--- src/rtl/id_ex_pipe_reg_pkg.sv ---
// Shared types and constants for the ID/EX pipeline register slice.
package id_ex_pipe_reg_pkg;

  localparam int unsigned ALU_OP_W = 4;
  localparam int unsigned CNT_W    = 16;
  localparam int unsigned REG_ZERO = 0;

  // ALU operation codes
  localparam logic [ALU_OP_W-1:0] ALU_NOP = 4'h0;
  localparam logic [ALU_OP_W-1:0] ALU_ADD = 4'h1;
  localparam logic [ALU_OP_W-1:0] ALU_SUB = 4'h2;
  localparam logic [ALU_OP_W-1:0] ALU_AND = 4'h3;
  localparam logic [ALU_OP_W-1:0] ALU_OR  = 4'h4;
  localparam logic [ALU_OP_W-1:0] ALU_XOR = 4'h5;
  localparam logic [ALU_OP_W-1:0] ALU_SLT = 4'h6;
  localparam logic [ALU_OP_W-1:0] ALU_SLL = 4'h7;
  localparam logic [ALU_OP_W-1:0] ALU_SRL = 4'h8;
  localparam logic [ALU_OP_W-1:0] ALU_SRA = 4'h9;

  // Control payload carried from ID into EX
  typedef struct packed {
    logic                valid;
    logic                reg_write;
    logic                mem_read;
    logic                mem_write;
    logic                mem_to_reg;
    logic [ALU_OP_W-1:0] alu_op;
  } id_ex_ctrl_t;

  // A bubble carries no side effects
  localparam id_ex_ctrl_t CTRL_BUBBLE = '0;

endpackage

--- src/rtl/id_ex_pipe_reg_load_use_detect.sv ---
// Combinational load-use hazard compare between the load in EX and the instruction in ID.
module load_use_detect
  import id_ex_pipe_reg_pkg::*;
#(
  parameter int unsigned REG_ADDR_W = 6
) (
  input  logic                  ex_valid,
  input  logic                  ex_mem_read,
  input  logic [REG_ADDR_W-1:0] ex_rd,
  input  logic                  id_valid,
  input  logic [REG_ADDR_W-1:0] id_rs,
  input  logic [REG_ADDR_W-1:0] id_rt,
  output logic                  hazard_c
);

  // A load into the zero register never produces a usable value, so it never stalls
  always_comb begin
    hazard_c = ex_valid && ex_mem_read && (ex_rd != REG_ADDR_W'(REG_ZERO)) && id_valid &&
               ((ex_rd == id_rs) || (ex_rd == id_rt));
  end

endmodule

--- src/rtl/id_ex_pipe_reg.sv ---
// ID/EX pipeline register with bubble insertion, branch flush and external freeze.
// Build option: define LOAD_USE_DETECT_EN to enable load-use stall detection and
// the hazard bubble counter; otherwise load-use ordering is left to software.
module id_ex_pipe_reg
  import id_ex_pipe_reg_pkg::*;
#(
  parameter int unsigned DATA_W     = 32,
  parameter int unsigned REG_ADDR_W = 6
) (
  input  logic                  i_clk,
  input  logic                  i_rst_n,
  input  logic                  i_id_valid,
  input  logic [REG_ADDR_W-1:0] i_id_Rs,
  input  logic [REG_ADDR_W-1:0] i_id_Rt,
  input  logic [REG_ADDR_W-1:0] i_id_Rd,
  input  logic [DATA_W-1:0]     i_id_rs_data,
  input  logic [DATA_W-1:0]     i_id_rt_data,
  input  logic [DATA_W-1:0]     i_id_imm,
  input  logic                  i_id_reg_write,
  input  logic                  i_id_mem_read,
  input  logic                  i_id_mem_write,
  input  logic                  i_id_mem_to_reg,
  input  logic [ALU_OP_W-1:0]   i_id_alu_op,
  input  logic                  i_flush,
  input  logic                  i_ext_stall,
  output logic                  o_ID_EX_valid,
  output logic [REG_ADDR_W-1:0] o_ID_EX_Rs,
  output logic [REG_ADDR_W-1:0] o_ID_EX_Rt,
  output logic [REG_ADDR_W-1:0] o_ID_EX_Rd,
  output logic [DATA_W-1:0]     o_ID_EX_rs_data,
  output logic [DATA_W-1:0]     o_ID_EX_rt_data,
  output logic [DATA_W-1:0]     o_ID_EX_imm,
  output logic                  o_ID_EX_reg_write,
  output logic                  o_ID_EX_mem_read,
  output logic                  o_ID_EX_mem_write,
  output logic                  o_ID_EX_mem_to_reg,
  output logic [ALU_OP_W-1:0]   o_ID_EX_alu_op,
  output logic                  o_stall_if_id,
  output logic [CNT_W-1:0]      o_hazard_cnt
);

  id_ex_ctrl_t           ctrl_q, ctrl_d;
  logic [REG_ADDR_W-1:0] rs_q, rs_d, rt_q, rt_d, rd_q, rd_d;
  logic [DATA_W-1:0]     rs_data_q, rs_data_d, rt_data_q, rt_data_d, imm_q, imm_d;
  logic                  flush_pend_q, flush_pend_d;
  logic                  hazard_c;

`ifdef LOAD_USE_DETECT_EN
  logic                  hz_load_c;
  logic [CNT_W-1:0]      hazard_cnt_q;

  load_use_detect #(
    .REG_ADDR_W (REG_ADDR_W)
  ) u_load_use_detect (
    .ex_valid    (ctrl_q.valid),
    .ex_mem_read (ctrl_q.mem_read),
    .ex_rd       (rd_q),
    .id_valid    (i_id_valid),
    .id_rs       (i_id_Rs),
    .id_rt       (i_id_Rt),
    .hazard_c    (hazard_c)
  );

  // A hazard bubble is loaded only when neither a freeze nor a flush outranks it
  assign hz_load_c = hazard_c && !i_ext_stall && !i_flush && !flush_pend_q;

  // Saturating count of inserted load-use bubbles
  always_ff @(posedge i_clk or negedge i_rst_n) begin
    if (!i_rst_n) begin
      hazard_cnt_q <= '0;
    end else if (hz_load_c && (hazard_cnt_q != '1)) begin
      hazard_cnt_q <= hazard_cnt_q + CNT_W'(1);
    end
  end

  assign o_hazard_cnt = hazard_cnt_q;
`else
  assign hazard_c     = 1'b0;
  assign o_hazard_cnt = CNT_W'(0);
`endif

  // Flush discards the decode instruction, so it overrides the load-use stall
  assign o_stall_if_id = (hazard_c && !i_flush) || i_ext_stall;

  // Next-state selection: freeze, flush bubble, hazard bubble, or capture
  always_comb begin
    ctrl_d       = ctrl_q;
    rs_d         = rs_q;
    rt_d         = rt_q;
    rd_d         = rd_q;
    rs_data_d    = rs_data_q;
    rt_data_d    = rt_data_q;
    imm_d        = imm_q;
    flush_pend_d = flush_pend_q;
    if (i_ext_stall) begin
      if (i_flush) begin
        flush_pend_d = 1'b1;
      end
    end else if (i_flush || flush_pend_q || hazard_c) begin
      ctrl_d       = CTRL_BUBBLE;
      rs_d         = REG_ADDR_W'(REG_ZERO);
      rt_d         = REG_ADDR_W'(REG_ZERO);
      rd_d         = REG_ADDR_W'(REG_ZERO);
      rs_data_d    = '0;
      rt_data_d    = '0;
      imm_d        = '0;
      flush_pend_d = 1'b0;
    end else begin
      ctrl_d = CTRL_BUBBLE;
      if (i_id_valid) begin
        ctrl_d.valid      = 1'b1;
        ctrl_d.reg_write  = i_id_reg_write;
        ctrl_d.mem_read   = i_id_mem_read;
        ctrl_d.mem_write  = i_id_mem_write;
        ctrl_d.mem_to_reg = i_id_mem_to_reg;
        ctrl_d.alu_op     = i_id_alu_op;
      end
      rs_d      = i_id_Rs;
      rt_d      = i_id_Rt;
      rd_d      = i_id_Rd;
      rs_data_d = i_id_rs_data;
      rt_data_d = i_id_rt_data;
      imm_d     = i_id_imm;
    end
  end

  // Pipeline register state
  always_ff @(posedge i_clk or negedge i_rst_n) begin
    if (!i_rst_n) begin
      ctrl_q       <= CTRL_BUBBLE;
      rs_q         <= '0;
      rt_q         <= '0;
      rd_q         <= '0;
      rs_data_q    <= '0;
      rt_data_q    <= '0;
      imm_q        <= '0;
      flush_pend_q <= 1'b0;
    end else begin
      ctrl_q       <= ctrl_d;
      rs_q         <= rs_d;
      rt_q         <= rt_d;
      rd_q         <= rd_d;
      rs_data_q    <= rs_data_d;
      rt_data_q    <= rt_data_d;
      imm_q        <= imm_d;
      flush_pend_q <= flush_pend_d;
    end
  end

  assign o_ID_EX_valid      = ctrl_q.valid;
  assign o_ID_EX_reg_write  = ctrl_q.reg_write;
  assign o_ID_EX_mem_read   = ctrl_q.mem_read;
  assign o_ID_EX_mem_write  = ctrl_q.mem_write;
  assign o_ID_EX_mem_to_reg = ctrl_q.mem_to_reg;
  assign o_ID_EX_alu_op     = ctrl_q.alu_op;
  assign o_ID_EX_Rs         = rs_q;
  assign o_ID_EX_Rt         = rt_q;
  assign o_ID_EX_Rd         = rd_q;
  assign o_ID_EX_rs_data    = rs_data_q;
  assign o_ID_EX_rt_data    = rt_data_q;
  assign o_ID_EX_imm        = imm_q;

endmodule
--- config.mk ---
export PLATFORM = sky130hd
export DESIGN_NAME = id_ex_pipe_reg
export DESIGN_NICKNAME = d
export VERILOG_FILES = /design/src/rtl/id_ex_pipe_reg_pkg.sv /design/src/rtl/id_ex_pipe_reg_load_use_detect.sv /design/src/rtl/id_ex_pipe_reg.sv
export SDC_FILE = /design/constraint.sdc
export NUM_CORES = 1
export LEC_CHECK = 0
export ABC_AREA = 0
export CORE_ASPECT_RATIO = 0.8
export CORE_MARGIN = 2
export CORE_UTILIZATION = 55
export CTS_CLUSTER_DIAMETER = 120
export DETAILED_ROUTE_END_ITERATION = 8
export DONT_BUFFER_PORTS = 1
export PLACE_DENSITY = 0.7
export SLEW_MARGIN = 15
export SYNTH_ARGS = -nofsm -noshare
export SYNTH_HDL_FRONTEND = slang
export SYNTH_SLANG_ARGS = --single-unit
--- constraint.sdc ---
create_clock -name i_clk -period 2 [get_ports i_clk]
set_input_delay 0.4 -clock i_clk [delete_from_list [all_inputs] [get_ports i_clk]]
set_output_delay 0.4 -clock i_clk [all_outputs]
set_load 0.01 [all_outputs]
# Yosys cells after proc, flatten, opt, wreduce, memory -nomap -nowiden
# Index checks and enable logic that the tools add are counted.
# word_totals
reg_bits,124
inputBits,127
out_inout_bits,140
word_cells,28
# classes
n_eq_ne,1
mux,11
n_reduce_logical,3
# op_table
op,n
32-bit two-way mux,3
6-bit two-way mux,3
9-bit two-way mux,2
1-bit two-way mux,3
"2-bit != test, second input constant",1
2-bit AND reduction,1
2-bit nonzero test,1
1-bit logical OR,1

# Depth between registers and ports, before layout
# Gate-level depths: netlist of the first run.
# depth
ltp_word,3
ltp_mapped,5
mapped_depth_nobuf,2

# Worst setup path after synthesis of the first run
# No wires, ideal clock.
# synth_path
path_type,input-to-reg
from,input i_flush
to,register rd_q[0] (netlist: o_ID_EX_Rd[0])
setup_time_ns,0.074
arrival_ns,1.122
slack_ns,0.804
path_stages,5
path_cell_list,or2_1 buf_6 buf_12 buf_12 o21ai_2
# synth_via
elab_chain_cells,2
# synth_lines
item,line,text
from (decl),id_ex_pipe_reg.sv:24,"input logic i_flush,"
1-bit logical OR,id_ex_pipe_reg.sv:99,end else if (i_flush || flush_pend_q || hazard_c) begin
6-bit two-way mux,id_ex_pipe_reg.sv:99,
to (signal assigned),id_ex_pipe_reg.sv:142,rd_q <= rd_d;
to (decl),id_ex_pipe_reg.sv:43,"logic [REG_ADDR_W-1:0] rs_q, rs_d, rt_q, rt_d, rd_q, rd_d;"
# Every way passes these cells.
# A chain may end at the register's enable or synchronous reset.

# Worst setup path in the final report of the first run
# layout_path
from,register flush_pend_q
to,register rt_data_q[9] (netlist: o_ID_EX_rt_data[9])
# layout_via
elab_chain_cells,2
# layout_lines
item,line,text
from (decl),id_ex_pipe_reg.sv:45,"logic flush_pend_q, flush_pend_d;"
from (signal assigned),id_ex_pipe_reg.sv:146,flush_pend_q <= flush_pend_d;
1-bit logical OR,id_ex_pipe_reg.sv:99,
32-bit two-way mux,id_ex_pipe_reg.sv:99,
to (signal assigned),id_ex_pipe_reg.sv:144,rt_data_q <= rt_data_d;
to (decl),id_ex_pipe_reg.sv:44,"logic [DATA_W-1:0] rs_data_q, rs_data_d, rt_data_q, rt_data_d, imm_q, imm_d;"
# Every way passes these cells.

==> results of run 1 <==
cell usage after synthesis:
library cell    n
o21ai_1        23
clkbuf_1       14
buf_6           1
nor3b_2         1
o31ai_1         1
mux2_2          1
o21ai_2        40
buf_4          18
clkbuf_2        4
buf_12          5
or2_1           1
nor2b_1         7
and2_1          1
nand2_1       116
a22o_1          7
nand2b_1      114
buf_2          15
conb_1          1
o21ai_0        51
dfrtp_1       124
through the flow:
stage               cells  cell area (um^2)
floorplan             560              5580
global placement      641              5380
detailed placement    641              5380
CTS                   672              5910
global route          672              5910
finish                673              5910
area by class of cell:
type	count	area [um^2]	share of cell area, %
clock buffer	22	454	7.68
antenna	1	2.50	0.0423
clock inverter	9	72.6	1.23
sequential	124	3100	52.5
tap	136	170	2.88
multi-input combinational	379	2080	35.2
timing repair buffer	2	27.5	0.466
final timing paths:
kind                           startpoint                   to  slack [ns]  depth (start not counted)
setup / recovery             flush_pend_q   o_ID_EX_rt_data[9]        0.52                          3
hold / removal                    i_rst_n  o_ID_EX_rs_data[21]       -0.31                          0
setup reg to reg             flush_pend_q   o_ID_EX_rt_data[9]        0.52                          3
hold reg to reg            o_ID_EX_imm[2]       o_ID_EX_imm[2]        0.55                          2
max in group asynchronous         i_rst_n      o_ID_EX_imm[29]        2.16                          0
min in group i_clk            i_ext_stall       o_ID_EX_imm[2]        0.11                          2
repair_timing:
action                                  in CTS  in global routing
endpoints found under the setup margin       0                  0
endpoints found under the hold margin      124                124
resized for setup                            0                  0
power groups by stage:
stage / Sequential, mW / Combinational (mW) / Clock (mW)
finish: 2.91 / 0.330 / 2.74
global route: 2.93 / 0.381 / 2.90
CTS: 2.91 / 0.338 / 2.79
detailed placement: 2.95 / 0.338 / 0
global placement: 2.95 / 0.318 / 0
floorplan: 2.90 / 0.402 / 0
worst max-delay path, delay by kind of cell (launching register included):
kind | cells | cell delay, ns
buffers and inverters | 1 | 0.35
AND/OR/NAND/NOR | 1 | 0.46
flip-flops | 1 | 0.36
AO/OA/AOI/OAI | 1 | 0.15
logic make-up after synthesis:
kind of cell | count (synthesis)
AOI/OAI and AO/OA | 122
and+or+nand+nor | 240
buffers and inverters | 57
muxes | 1
other | 1
DFF | 124
routing by layer:
metal  global-route usage (%)  up-vias  wire, um
li1                         -     1689         -
met5                        0        -         0
met2                     33.9      168      5660
met3                     10.5       28      1320
met1                     23.9     1653      4250
met4                     11.8        0       342
cells in the final DEF, fill, tap and decap left out, types with 4 or more instances in the layout:
| cell type | instances |
|---|---|
| clkbuf_1 | 4 |
| clkbuf_16 | 17 |
| o21ai_2 | 40 |
| nand2b_1 | 114 |
| a22o_1 | 7 |
| nand2_1 | 116 |
| conb_1 | 16 |
| clkinv_2 | 7 |
| o21ai_1 | 23 |
| o21ai_0 | 51 |
| dfrtp_1 | 124 |
| nor2b_1 | 7 |
==> reports/qor.txt, run 1 <==
Pre-CTS setup slack -> 0.489 ns
Post-synthesis mux area share -> 0.204%
Overflow after GRT -> 0
Status -> complete, but fails checks
Total power -> 5.98 mW
Critical path arrival -> 1.75 ns
Gate power share -> 5.5%
Setup Viol. Count Final -> 0
Area leader, netlist -> dfrtp_1
Root Buffer Master -> clkbuf_16
Worst-Skew Late Latency -> 0.41 ns
Gate Count Post-Synth -> 545
Hold Path Class -> input port to asynchronous set/reset pin
Vias per cell -> 5.26
Setup Buffers After CTS -> 0
Fin crit period -> 1.48 ns
Antenna-violating nets left -> 0
Synth Warn # -> 0
Synth Register Bits -> 124
Pwr dens -> 1010 mW/mm^2
P_sw -> 1.42 mW
Core area -> 0.00969 mm^2
FP Rows -> 32
Simple-Gate Fraction of Synth Area -> 22.1%
DR iter-0 viols -> 277
Nature of the critical path endpoint -> flop
Worst Path Required -> 2.27 ns
Type of origin of the critical path -> flop
WL/cell -> 17.2 um
Final TNS setup -> 0 ns
Post-DP HPWL -> 7720 um
Area grow syn2layout -> 7.10%
Max Cap Viol -> 0
First-pass GRT wire length -> 17500 um
GP Congestion -> 0.776
Synth Area in Compound Gates -> 14.3%
Clk network pwr share -> 45.8%
Largest family of logic cells by synthesized area -> simple AND/OR/NAND/NOR gates
RSZ-0062 raised after global routing -> no
Final Util -> 61.0%
Initial Utilization -> 57.0%
Slew Limit Fails -> 0
CTS tree -> done
Vias in the first global route -> 3380
Least-Margin Pin Slew -> 0.643 ns
Top cells by area, synth -> dfrtp_1 (56%), nand2b_1 (13%), nand2_1 (7.9%), o21ai_2 (6.3%), o21ai_0 (4.6%)
Violated checks -> negative hold slack
DRC Markers -> 0
PortBufs -> 0
Xor-xnor portion of the synthesized cell area -> 0%
Crit-path slowest cell -> or2_4
IO Count -> 267
Final hold viol count -> 124
Synth cell types -> 20
Syn Std Cell Area -> 0.00552 mm^2
Number of clock sinks -> 124
Drt pass-1 iters -> 4
Pint -> 4.55 mW
Fmax -> 0.675 GHz
Max stage delay on crit path -> 0.46 ns
Die height -> 93.6 um
CTS H-tree depth -> 4
Largest net degree at the start of global routing -> 248
Tcrit/Tclk final -> 74.1%
Layout Nets -> 651
Sequential cell area fraction in the yosys report -> 56.2%
Static Leak -> 2.65 nW
Synth top area share -> 56.2%
Vias post-DR -> 3538
Final WL -> 11600 um
Die area -> 0.0109 mm^2
Reg power frac -> 48.7%
Reg clk slew, reported paths -> 0.05 ns
Hold_ws -> -0.314 ns
Sw Share -> 23.8%
Setup slack after layout -> 0.518 ns
Overall Global Routing Usage -> 21.5%
Fillers -> 818
Post-synthesis average cell area -> 10.1 um^2
Share of layout cells above drive strength 1 -> 13.4%
Die Wd -> 116 um
Critical path class -> flop to flop
Worst Skew -> 0.00701 ns
Initial antenna violation count -> 1
Slew HR -> 56.9%
Post-synthesis adder-cell area fraction -> 0%
CTS max path bufs -> 2
CP cell instances -> or2_4 -> buf_4 -> o21ai_0
Num CTS Buffers -> 17
Crit-path max FO -> 52
Maximum VDD drop -> 0.535 mV
Note: power is estimated with default switching activity, not from simulation.
==> run 2: changes to the inputs <==
==> constraint.sdc (replaced) <==
create_clock -name i_clk -period 1.54 [get_ports i_clk]
set_input_delay 0.308 -clock i_clk [delete_from_list [all_inputs] [get_ports i_clk]]
set_output_delay 0.308 -clock i_clk [all_outputs]
set_load 0.01 [all_outputs]
==> reports/qor.txt, run 2 (synthesis gave the netlist of run 1 again) <==
CP Depth -> 3 (unchanged)
Area grow syn2layout -> 9.39%
CTS tree -> done
FF-to-FF path depth -> 3 (unchanged)
Die height -> 93.6 um (unchanged)
Type of origin of the critical path -> flop
Final hold viol count -> 124 (unchanged)
Maximum VDD drop -> 0.689 mV (+29%)
First-pass GRT wire length -> 17100 um (-2.7%)
Most frequent cells in the layout -> dfrtp_1 (124), nand2_1 (116), nand2b_1 (114), o21ai_0 (51), o21ai_2 (40)
Hold_ws -> -0.403 ns (-0.0892 ns)
GR Layer Usage met3 -> 9.85% (-0.65 points)
Pint -> 6.32 mW (+39%)
Num CTS Buffers -> 17 (unchanged)
Final TNS setup -> 0 ns (unchanged)
Nature of the critical path endpoint -> flop
DRC Markers -> 0 (unchanged)
Max stage delay on crit path -> 0.41 ns (-0.05 ns)
Static Leak -> 2.70 nW (+2.0%)
Overall Global Routing Usage -> 20.7% (-0.80 points)
Die area -> 0.0109 mm^2 (unchanged)
Violated checks -> negative hold slack
Hold Path Class -> input port to asynchronous set/reset pin
Pre-CTS setup slack -> 0.220 ns (-0.269 ns)
Sw Share -> 23.1% (-0.68 points)
Layout Nets -> 655 (+0.61%)
Final WL -> 11400 um (-1.1%)
Root Buffer Master -> clkbuf_16
GR peak layer -> met2
Met1 Usage GRT -> 24.9% (+1.0 points)
Core area -> 0.00969 mm^2 (unchanged)
Die Wd -> 116 um (unchanged)
Overflow after GRT -> 0 (unchanged)
CTS H-tree depth -> 4 (unchanged)
Worst-Skew Late Latency -> 0.40 ns (about the same)
Reg2reg setup slack -> 0.21 ns (-0.31 ns)
Setup slack after layout -> 0.209 ns (-0.309 ns)
Reg power frac -> 45.9% (-2.8 points)
P_sw -> 1.90 mW (+34%)
R2r endpoint -> o_ID_EX_imm[24]
FF-to-FF Start -> flush_pend_q
Post-Place Cell Area -> 0.00542 mm^2 (+0.65%)
Vias per cell -> 5.16 (-1.8%)
Vias in the first global route -> 3264 (-3.4%)
FP Rows -> 32 (unchanged)
Total power -> 8.22 mW (+38%)
Post-DP HPWL -> 7550 um (-2.2%)
GP Congestion -> 0.783 (+0.90%)
Reg clk slew, reported paths -> 0.06 ns (about the same)
PortBufs -> 0 (unchanged)
Antenna-violating nets left -> 0 (unchanged)
CP cell instances -> or2_4 -> buf_4 -> o21ai_0
Vias post-DR -> 3509 (-0.82%)
CTS max path bufs -> 2 (unchanged)
Gate power share -> 5.4% (about the same)
Commonest non-fill, non-tap cell in the layout -> dfrtp_1
WL/cell -> 16.8 um (-2.1%)
Tcrit/Tclk final -> 86.4% (+12 points)
Number of clock sinks -> 124 (unchanged)
Pwr dens -> 1360 mW/mm^2 (+35%)
Worst Path Required -> 1.86 ns (-0.41 ns)
Share of layout cells above drive strength 1 -> 14.4% (+0.98 points)
Crit-path slowest cell -> or2_4
RSZ-0062 raised after global routing -> no
IO Count -> 267 (unchanged)
Clk network pwr share -> 48.7% (+2.9 points)
Hold buffers post-CTS -> 1
Met2 Usage GRT -> 31.9% (-1.9 points)
Crit path buffers/inverters -> 1 (unchanged)
Max Cap Viol -> 0 (unchanged)
Fin crit period -> 1.33 ns (-0.151 ns)
Initial antenna violation count -> 2 (+1)
Drt pass-1 iters -> 4 (unchanged)
Critical path class -> flop to flop
Crit path to -> o_ID_EX_imm[24]
Setup Viol. Count Final -> 0 (unchanged)
Crit-path max FO -> 39 (-25%)
Status -> complete, but fails checks
Fmax -> 0.751 GHz (+11%)
Initial Utilization -> 57.0% (unchanged)
Crit path from -> flush_pend_q
Crit path max-delay family -> simple AND/OR/NAND/NOR gates
Worst Skew -> 0.00561 ns (-0.00140 ns)
Final instance area -> 0.00604 mm^2 (+2.1%)
DR iter-0 viols -> 242 (-13%)
Slew Limit Fails -> 0 (unchanged)
Largest net degree at the start of global routing -> 248 (unchanged)
Critical path arrival -> 1.65 ns (-0.10 ns)
## run 2: per-stage QoR
step / instances / hold slack, ns / utilization (%)
after floorplan: 560 / 0.0124 / -
after global placement: 644 / 0.0151 / 55.9
after detailed placement: 644 / 0.0150 / 55.9
after CTS: 677 / -0.422 / 62.2
after global routing: 679 / -0.433 / 62.3
final: 680 / -0.403 / 62.3
## run 2: power by group through the flow
stage                     sequential (mW)  combinational (mW)  clock (mW)
after floorplan                      3.77               0.522           0
after detailed placement             3.83               0.447           0
final                                3.78               0.441        4.01
after CTS                            3.78               0.449        4.06
after global placement               3.83               0.427           0
after global routing                 3.80               0.508        4.24
## run 2: worst reg2reg max path: cells and delay by family (launching register included)
kind,cells,cell delay [ns]
AO/OA/AOI/OAI,1,0.19
flip-flops,1,0.39
AND/OR/NAND/NOR,1,0.41
buffers and inverters,1,0.26
## run 2: worst min-delay path by stage
stage	startpoint	end	slack (ns)	depth (start not counted)
floorplan	i_rst_n	flush_pend_q	0.01	0
global route	i_rst_n	o_ID_EX_rs_data[22]	-0.43	0
detailed placement	i_rst_n	o_ID_EX_rs_data[22]	0.02	0
global placement	i_rst_n	o_ID_EX_rs_data[22]	0.02	0
finish	i_rst_n	o_ID_EX_rs_data[22]	-0.40	0
CTS	i_rst_n	o_ID_EX_rs_data[22]	-0.42	0
## run 2: layout make-up
cell class                 instances  area, um^2
timing repair buffer               6        72.6
fill                             817        3650
antenna                            3        7.51
clock inverter                    11         143
sequential                       124        3100
multi-input combinational        379        2080
tap                              136         170
clock buffer                      21         460
## run 2: what timing repair did
action	in CTS	in global routing
resized for setup	0	0
buffers inserted	0	0
endpoints found under the hold margin	125	124
## run 2: routing by layer
layer	vias to the layer above	wire, um
met2	168	5370
met3	23	1260
met5	-	0
met4	0	232
met1	1626	4580
li1	1692	-
==> run 3: changes to the inputs <==
--- a/config.mk
+++ b/config.mk
@@ -8,11 +8,12 @@
 export ABC_AREA = 0
 export CORE_ASPECT_RATIO = 0.8
 export CORE_MARGIN = 2
-export CORE_UTILIZATION = 55
+export CORE_UTILIZATION = 50
 export CTS_CLUSTER_DIAMETER = 120
 export DETAILED_ROUTE_END_ITERATION = 8
 export DONT_BUFFER_PORTS = 1
-export PLACE_DENSITY = 0.7
+export GPL_ROUTABILITY_DRIVEN = 0
+export HOLD_SLACK_MARGIN = 0.1
 export SLEW_MARGIN = 15
 export SYNTH_ARGS = -nofsm -noshare
 export SYNTH_HDL_FRONTEND = slang
==> reports/qor.txt, run 3 <==
Synth top cells by count -> dfrtp_1 (124), nand2_1 (116), nand2b_1 (114)
Hold buffers post-CTS -> 137 (+136)
Largest family of logic cells by synthesized area -> simple AND/OR/NAND/NOR gates
Num CTS Buffers -> 17 (unchanged)
Post-CTS resize count -> 0 (unchanged)
CTS H-tree depth -> 4 (unchanged)
Top_reg_cell synth -> dfrtp_1
Xor-xnor portion of the synthesized cell area -> 0% (unchanged)
Die height -> 98.0 um (+4.7%)
Simple-Gate Fraction of Synth Area -> 22.1% (unchanged)
Initial Utilization -> 51.1% (-5.9 points)
CTS max path bufs -> 2 (unchanged)
Setup Buffers After CTS -> 0 (unchanged)
Synth Register Bits -> 124 (unchanged)
Synth cell types -> 20 (unchanged)
Top cells by area, synth -> dfrtp_1 (56%), nand2b_1 (13%), nand2_1 (7.9%), o21ai_2 (6.3%), o21ai_0 (4.6%)
Gate Count Post-Synth -> 545 (unchanged)
Die Wd -> 121 um (+4.7%)
Synth Area in Compound Gates -> 14.3% (unchanged)
Number of clock sinks -> 124 (unchanged)
FP Rows -> 34 (+6.3%)
Sequential cell area fraction in the yosys report -> 56.2% (unchanged)
Post-synthesis mux area share -> 0.204% (unchanged)
Root Buffer Master -> clkbuf_16
Post-DP HPWL -> 7920 um (+4.9%)
Synth top area share -> 56.2% (unchanged)
PortBufs -> 0 (unchanged)
Stop err -> [ERROR RSZ-0060] Max buffer count reached.
Synth Warn # -> 0 (unchanged)
Post-synthesis average cell area -> 10.1 um^2 (unchanged)
Post-synthesis adder-cell area fraction -> 0% (unchanged)
Syn Std Cell Area -> 0.00552 mm^2 (unchanged)
FFs w/ async S/R, synth -> 100% (unchanged)
Most frequent cell after synthesis -> dfrtp_1
Status -> aborted with a tool error
Post-synth EDFFs -> 0 (unchanged)
Area leader, netlist -> dfrtp_1
Fail Step -> clock tree synthesis
IO Count -> 267 (unchanged)
[run 3: cell counts after synthesis]
Identical to the previous run, type by type.
[run 3: logic make-up after synthesis]
family                 after synthesis
AO/OA/AOI/OAI                      122
other                                1
buffers and inverters               57
flip-flops                         124
AND/OR/NAND/NOR                    240
multiplexers                         1
[run 3: stage by stage]
step                worst slack (ns)  area [um^2]  util (%)  cells  hold slack [ns]
detailed placement             0.200         5420      50.2    651           0.0153
global placement               0.313         5420      50.2    651           0.0150
floorplan                      0.360         5580         -    560           0.0124
==> run 4: changes to the inputs <==
--- a/config.mk
+++ b/config.mk
@@ -6,14 +6,12 @@
 export NUM_CORES = 1
 export LEC_CHECK = 0
 export ABC_AREA = 0
-export CORE_ASPECT_RATIO = 0.8
 export CORE_MARGIN = 2
-export CORE_UTILIZATION = 50
-export CTS_CLUSTER_DIAMETER = 120
+export CORE_UTILIZATION = 35
 export DETAILED_ROUTE_END_ITERATION = 8
 export DONT_BUFFER_PORTS = 1
 export GPL_ROUTABILITY_DRIVEN = 0
-export HOLD_SLACK_MARGIN = 0.1
+export PLACE_DENSITY_LB_ADDON = 0.15
 export SLEW_MARGIN = 15
 export SYNTH_ARGS = -nofsm -noshare
 export SYNTH_HDL_FRONTEND = slang
==> reports/qor.txt, run 4 (synthesis gave the netlist of run 1 again) <==
Status -> complete, but fails checks
Violated checks -> negative hold slack
Vias post-DR -> 3545
Maximum VDD drop -> 0.699 mV
Die Wd -> 130 um (+6.7%)
Reg clk slew, reported paths -> 0.05 ns
Die area -> 0.0168 mm^2
Root Buffer Master -> clkbuf_16
Commonest non-fill, non-tap cell in the layout -> dfrtp_1
Crit path max-delay family -> flip-flops
Initial Utilization -> 36.0% (-15 points)
CTS max path bufs -> 2 (unchanged)
Final TNS setup -> 0 ns
R2r endpoint -> o_ID_EX_imm[27]
DR iter-0 viols -> 194
Nature of the critical path endpoint -> flop
CP Depth -> 3
Layout Nets -> 652
Overall Global Routing Usage -> 14.8%
Most frequent cells in the layout -> dfrtp_1 (124), nand2_1 (116), nand2b_1 (114), o21ai_0 (51), o21ai_2 (40)
Largest net degree at the start of global routing -> 248
Post-Place Cell Area -> 0.00550 mm^2 (+1.4%)
Core area -> 0.0153 mm^2
Fmax -> 0.764 GHz
First-pass GRT wire length -> 18900 um
Static Leak -> 2.68 nW
Fin crit period -> 1.31 ns
Area grow syn2layout -> 10.3%
Final hold viol count -> 124
Crit path buffers/inverters -> 1
Die height -> 130 um (+32%)
RSZ-0062 raised after global routing -> no
Pwr dens -> 1350 mW/mm^2
Final WL -> 12400 um
Antenna-violating nets left -> 0
Hold Path Class -> input port to asynchronous set/reset pin
PortBufs -> 0 (unchanged)
IO Count -> 267 (unchanged)
Crit-path slowest cell -> dfrtp_1
CTS H-tree depth -> 4 (unchanged)
Tcrit/Tclk final -> 85.0%
Slew Limit Fails -> 0
Hold_ws -> -0.414 ns
Total power -> 8.21 mW
Type of origin of the critical path -> flop
Number of clock sinks -> 124 (unchanged)
FF-to-FF Start -> flush_pend_q
Critical path arrival -> 1.63 ns
Post-DP HPWL -> 8220 um (+3.8%)
Critical path class -> flop to flop
Final instance area -> 0.00609 mm^2
Worst Skew -> 0.00967 ns
Num CTS Buffers -> 17 (unchanged)
Worst Path Required -> 1.86 ns
Worst-Skew Late Latency -> 0.41 ns
CP cell instances -> or2_4 -> buf_12 -> o21ai_0
Fillers -> 1529
Crit-path max FO -> 58
FF-to-FF path depth -> 3
Drt pass-1 iters -> 4
CTS tree -> done
Setup Viol. Count Final -> 0
Final Util -> 39.8%
Max Cap Viol -> 0
WL/cell -> 16.5 um
Vias in the first global route -> 3400
Initial antenna violation count -> 0
DRC Markers -> 0
Reg2reg setup slack -> 0.23 ns
Max stage delay on crit path -> 0.38 ns
FP Rows -> 45 (+32%)
Share of layout cells above drive strength 1 -> 14.1%
Antenna cell count -> 0
Vias per cell -> 4.73
Overflow after GRT -> 0
[run 4: cell type report]
type	instances	area, um^2	share of cell area [%]
Tap cell	211	264	4.34
Clock buffer	20	447	7.34
Multi-Input combinational cell	379	2080	34.2
Timing Repair Buffer	3	47.5	0.781
Clock inverter	12	146	2.40
Sequential cell	124	3100	51.0
[run 4: per-stage QoR]
stage	setup slack (ns)	instances
final	0.232	749
after global routing	0.127	749
after CTS	0.220	749
after detailed placement	0.226	717
after global placement	0.274	717
after floorplan	0.360	560
[run 4: how the worst max path moves through the flow]
| stage | from | end |
|---|---|---|
| after floorplan | flush_pend_q | o_ID_EX_Rd[0] |
| after global placement | flush_pend_q | flush_pend_q |
| after detailed placement | flush_pend_q | o_ID_EX_rs_data[31] |
| after CTS | flush_pend_q | o_ID_EX_rs_data[31] |
| after global routing | flush_pend_q | o_ID_EX_rt_data[13] |
| final | flush_pend_q | o_ID_EX_imm[27] |
[run 4: power by group]
group	leakage, nW	switching [mW]	internal (mW)
combinational	0.743	0.228	0.206
sequential	1.65	0.290	3.49
clock	0.286	1.43	2.57
total	2.68	1.95	6.27
[run 4: metal layers]
layer  vias up  wire, um  track usage (%)
li1       1694         -                -
met1      1645      4940             17.0
met2       193      5500             21.7
met3        13      1760             9.54
met4         0       191             6.51
met5         -         0                0
[run 4: timing repair]
item,4_1_cts,5_1_grt
buffers inserted,0,0
hold endpoints to repair,124,124
gates resized for setup,0,0
[run 4: worst register-to-register path, delay by kind of cell, from the launching register on]
| kind | cells | cell delay [ns] |
|---|---|---|
| AND/OR/NAND/NOR | 1 | 0.36 |
| AO/OA/AOI/OAI | 1 | 0.25 |
| buffers and inverters | 1 | 0.22 |
| flip-flops | 1 | 0.38 |
==> variant: new RTL, settings of run 1 <==
Set the package constant `REG_ZERO` to 1 (it was 0).
--- a/src/rtl/id_ex_pipe_reg_pkg.sv
+++ b/src/rtl/id_ex_pipe_reg_pkg.sv
@@ -3,7 +3,7 @@
 
   localparam int unsigned ALU_OP_W = 4;
   localparam int unsigned CNT_W    = 16;
-  localparam int unsigned REG_ZERO = 0;
+  localparam int unsigned REG_ZERO = 1;
 
   // ALU operation codes
   localparam logic [ALU_OP_W-1:0] ALU_NOP = 4'h0;
Function: changed (Yosys sat finds a counterexample within 4 cycles, from zero or initial values and one cycle with i_rst_n low).
==> variant against run 1 <==
The flow still finishes with violations (hold timing). Highest routed layer unchanged. Critical endpoint is now o_ID_EX_rs_data[2]$_DFFE_PN0N_. Final cell count up 0.45%. Routed wire length grew 0.69%. Synthesized area rose by 2.7%. Total power increased by 1.5%. Clock skew is 0.0039 ns lower. Worst setup slack worse by 0.034 ns. Via count increased by 0.54%. Sequential cell count unchanged. Utilization decreased by 1.5 points. Count of clock-buffer cells in the layout up 2. Design area is 2.3% higher. Combinational power increased by 8.8%.
==> variant: results (changes against run 1) <==
| Metric | Value |
|---|---|
| Status | finished with violations |
| Failing checks | hold timing |
| CTS Buffer Depth | 2 (unchanged) |
| Drt pass-1 iters | 5 (+1) |
| R2r setup slk | 0.48 ns (-0.03 ns) |
| Netlist cell types | 21 (+5.0%) |
| Reg clk slew, reported paths | 0.05 ns (about the same) |
| WL per Instance | 17.23 um (+0.24%) |
| DP Wirelength | 7673 um (-0.57%) |
| Worst-path maximum fanout | 41 (-21%) |
| Via-to-Cell Ratio | 5.262 (about the same) |
| Fin nets | 651 (unchanged) |
| Clock skew | 0.003058 ns (-0.003950 ns) |
| Non-Filler Instances | 676 (+0.45%) |
| Main synth FF type | dfrtp_1 |
| Number of enable flip-flop cells after synthesis | 0 (unchanged) |
| Register area | 3103 um2 (unchanged) |
| Seq/Total Area, Yosys | 54.76% (-1.5 points) |
| Final hold violation count | 124 (unchanged) |
| Post-synth top cells | dfrtp_1, nand2_1, nand2b_1 |
| Peak VDD IR | 0.4731 mV (-12%) |
| All-Layer GR Usage | 21.03% (-0.47 points) |
| H-tree levels | 4 (unchanged) |
| Placement Cell Area | 5499 um2 (+2.2%) |
| CTS Buf Count | 17 (unchanged) |
| First-pass GRT wire length | 18060 um (+3.0%) |
| Ant. Diodes | 0 (-1) |
| Initial antenna violation count | 0 (-1) |
| Static leakage | 0.002722 uW (+2.8%) |
| Internal Power | 4611 uW (+1.3%) |
| Area contributors post-synth | dfrtp_1, nand2b_1, o21ai_2 |
| Slew @ Worst Pin | 0.6942 ns (+0.05076 ns) |
| Synthesized area per cell | 10.40 um2 (+2.7%) |
| Share of cells above drive strength 1 | 19.59% (+6.2 points) |
| Worst hold slack | -0.3094 ns (+0.004162 ns) |
| Vias in the first global route | 3351 (-0.86%) |
| # fillers | 864 (+5.6%) |
| Worst Path Arrival | 1.78 ns (+0.03 ns) |
| Initial drt markers | 222 (-20%) |
| RePlAce Congestion | 0.7944 (+2.3%) |
==> variant: final cells by class <==
class                   count  share of cell area (%)
flip-flops and latches    124                   51.30
multi-input cells         376                   36.08
clock buffers              24                   8.461
well taps                 140                   2.896
clock inverters             7                  0.6206
repair buffers              2                  0.4551
inverters                   3                  0.1862
==> variant: cell families (layout without fill, tap and decap cells) <==
group	Yosys count	in the layout	synth area share [%]
DFF	124	124	54.76
buffers and inverters	60	36	7.772
muxes	1	1	0.1987
AOI/OAI and AO/OA	122	122	15.92
other	1	16	0.06618
and+or+nand+nor	237	237	21.29
==> variant: repair_timing <==
action,in CTS,in global routing
setup endpoints to repair,0,0
endpoints found under the hold margin,124,124
resized for setup,0,0
==> variant: final timing paths <==
path                                                  from                               to  depth (start not counted)
setup / recovery                  flush_pend_q$_DFFE_PN0P_   o_ID_EX_rs_data[2]$_DFFE_PN0N_                          3
hold / removal                                     i_rst_n       o_ID_EX_imm[1]$_DFFE_PN0N_                          0
setup reg to reg                  flush_pend_q$_DFFE_PN0P_   o_ID_EX_rs_data[2]$_DFFE_PN0N_                          3
hold reg to reg            o_ID_EX_rs_data[16]$_DFFE_PN0N_  o_ID_EX_rs_data[16]$_DFFE_PN0N_                          2
max in group asynchronous                          i_rst_n   o_ID_EX_rs_data[1]$_DFFE_PN0N_                          0
min in group i_clk                             i_ext_stall        o_ID_EX_Rs[0]$_DFFE_PN0N_                          1
==> variant: worst max-delay path, cell delays in order (launching register included) <==
cell	delay, ns
dfrtp_1	0.41
or2_4	0.22
buf_4	0.56
o21ai_2	0.12
==> variant: routing by layer <==
layer | vias up | track usage (%) | share of wire (%)
met5 | - | 0 | 0
met4 | 0 | 11.14 | 2.3
met3 | 21 | 10.21 | 11
met2 | 171 | 32.12 | 47
met1 | 1669 | 24.86 | 40
li1 | 1696 | - | -
==> variant: power by group through the flow <==
stage | Combinational [uW] | Clock (uW) | Sequential [uW]
floorplan | 446 | 0 | 2900
global placement | 349 | 0 | 2950
detailed placement | 368 | 0 | 2950
CTS | 367 | 2840 | 2910
global route | 410 | 2980 | 2930
finish | 359 | 2790 | 2910
==> variant: metrics by stage <==
stage,setup slack [ns],total power (uW)
floorplan,0.7714,3346
global placement,0.5186,3299
detailed placement,0.4943,3321
CTS,0.4825,6126
global route,0.3840,6319
finish,0.4840,6063
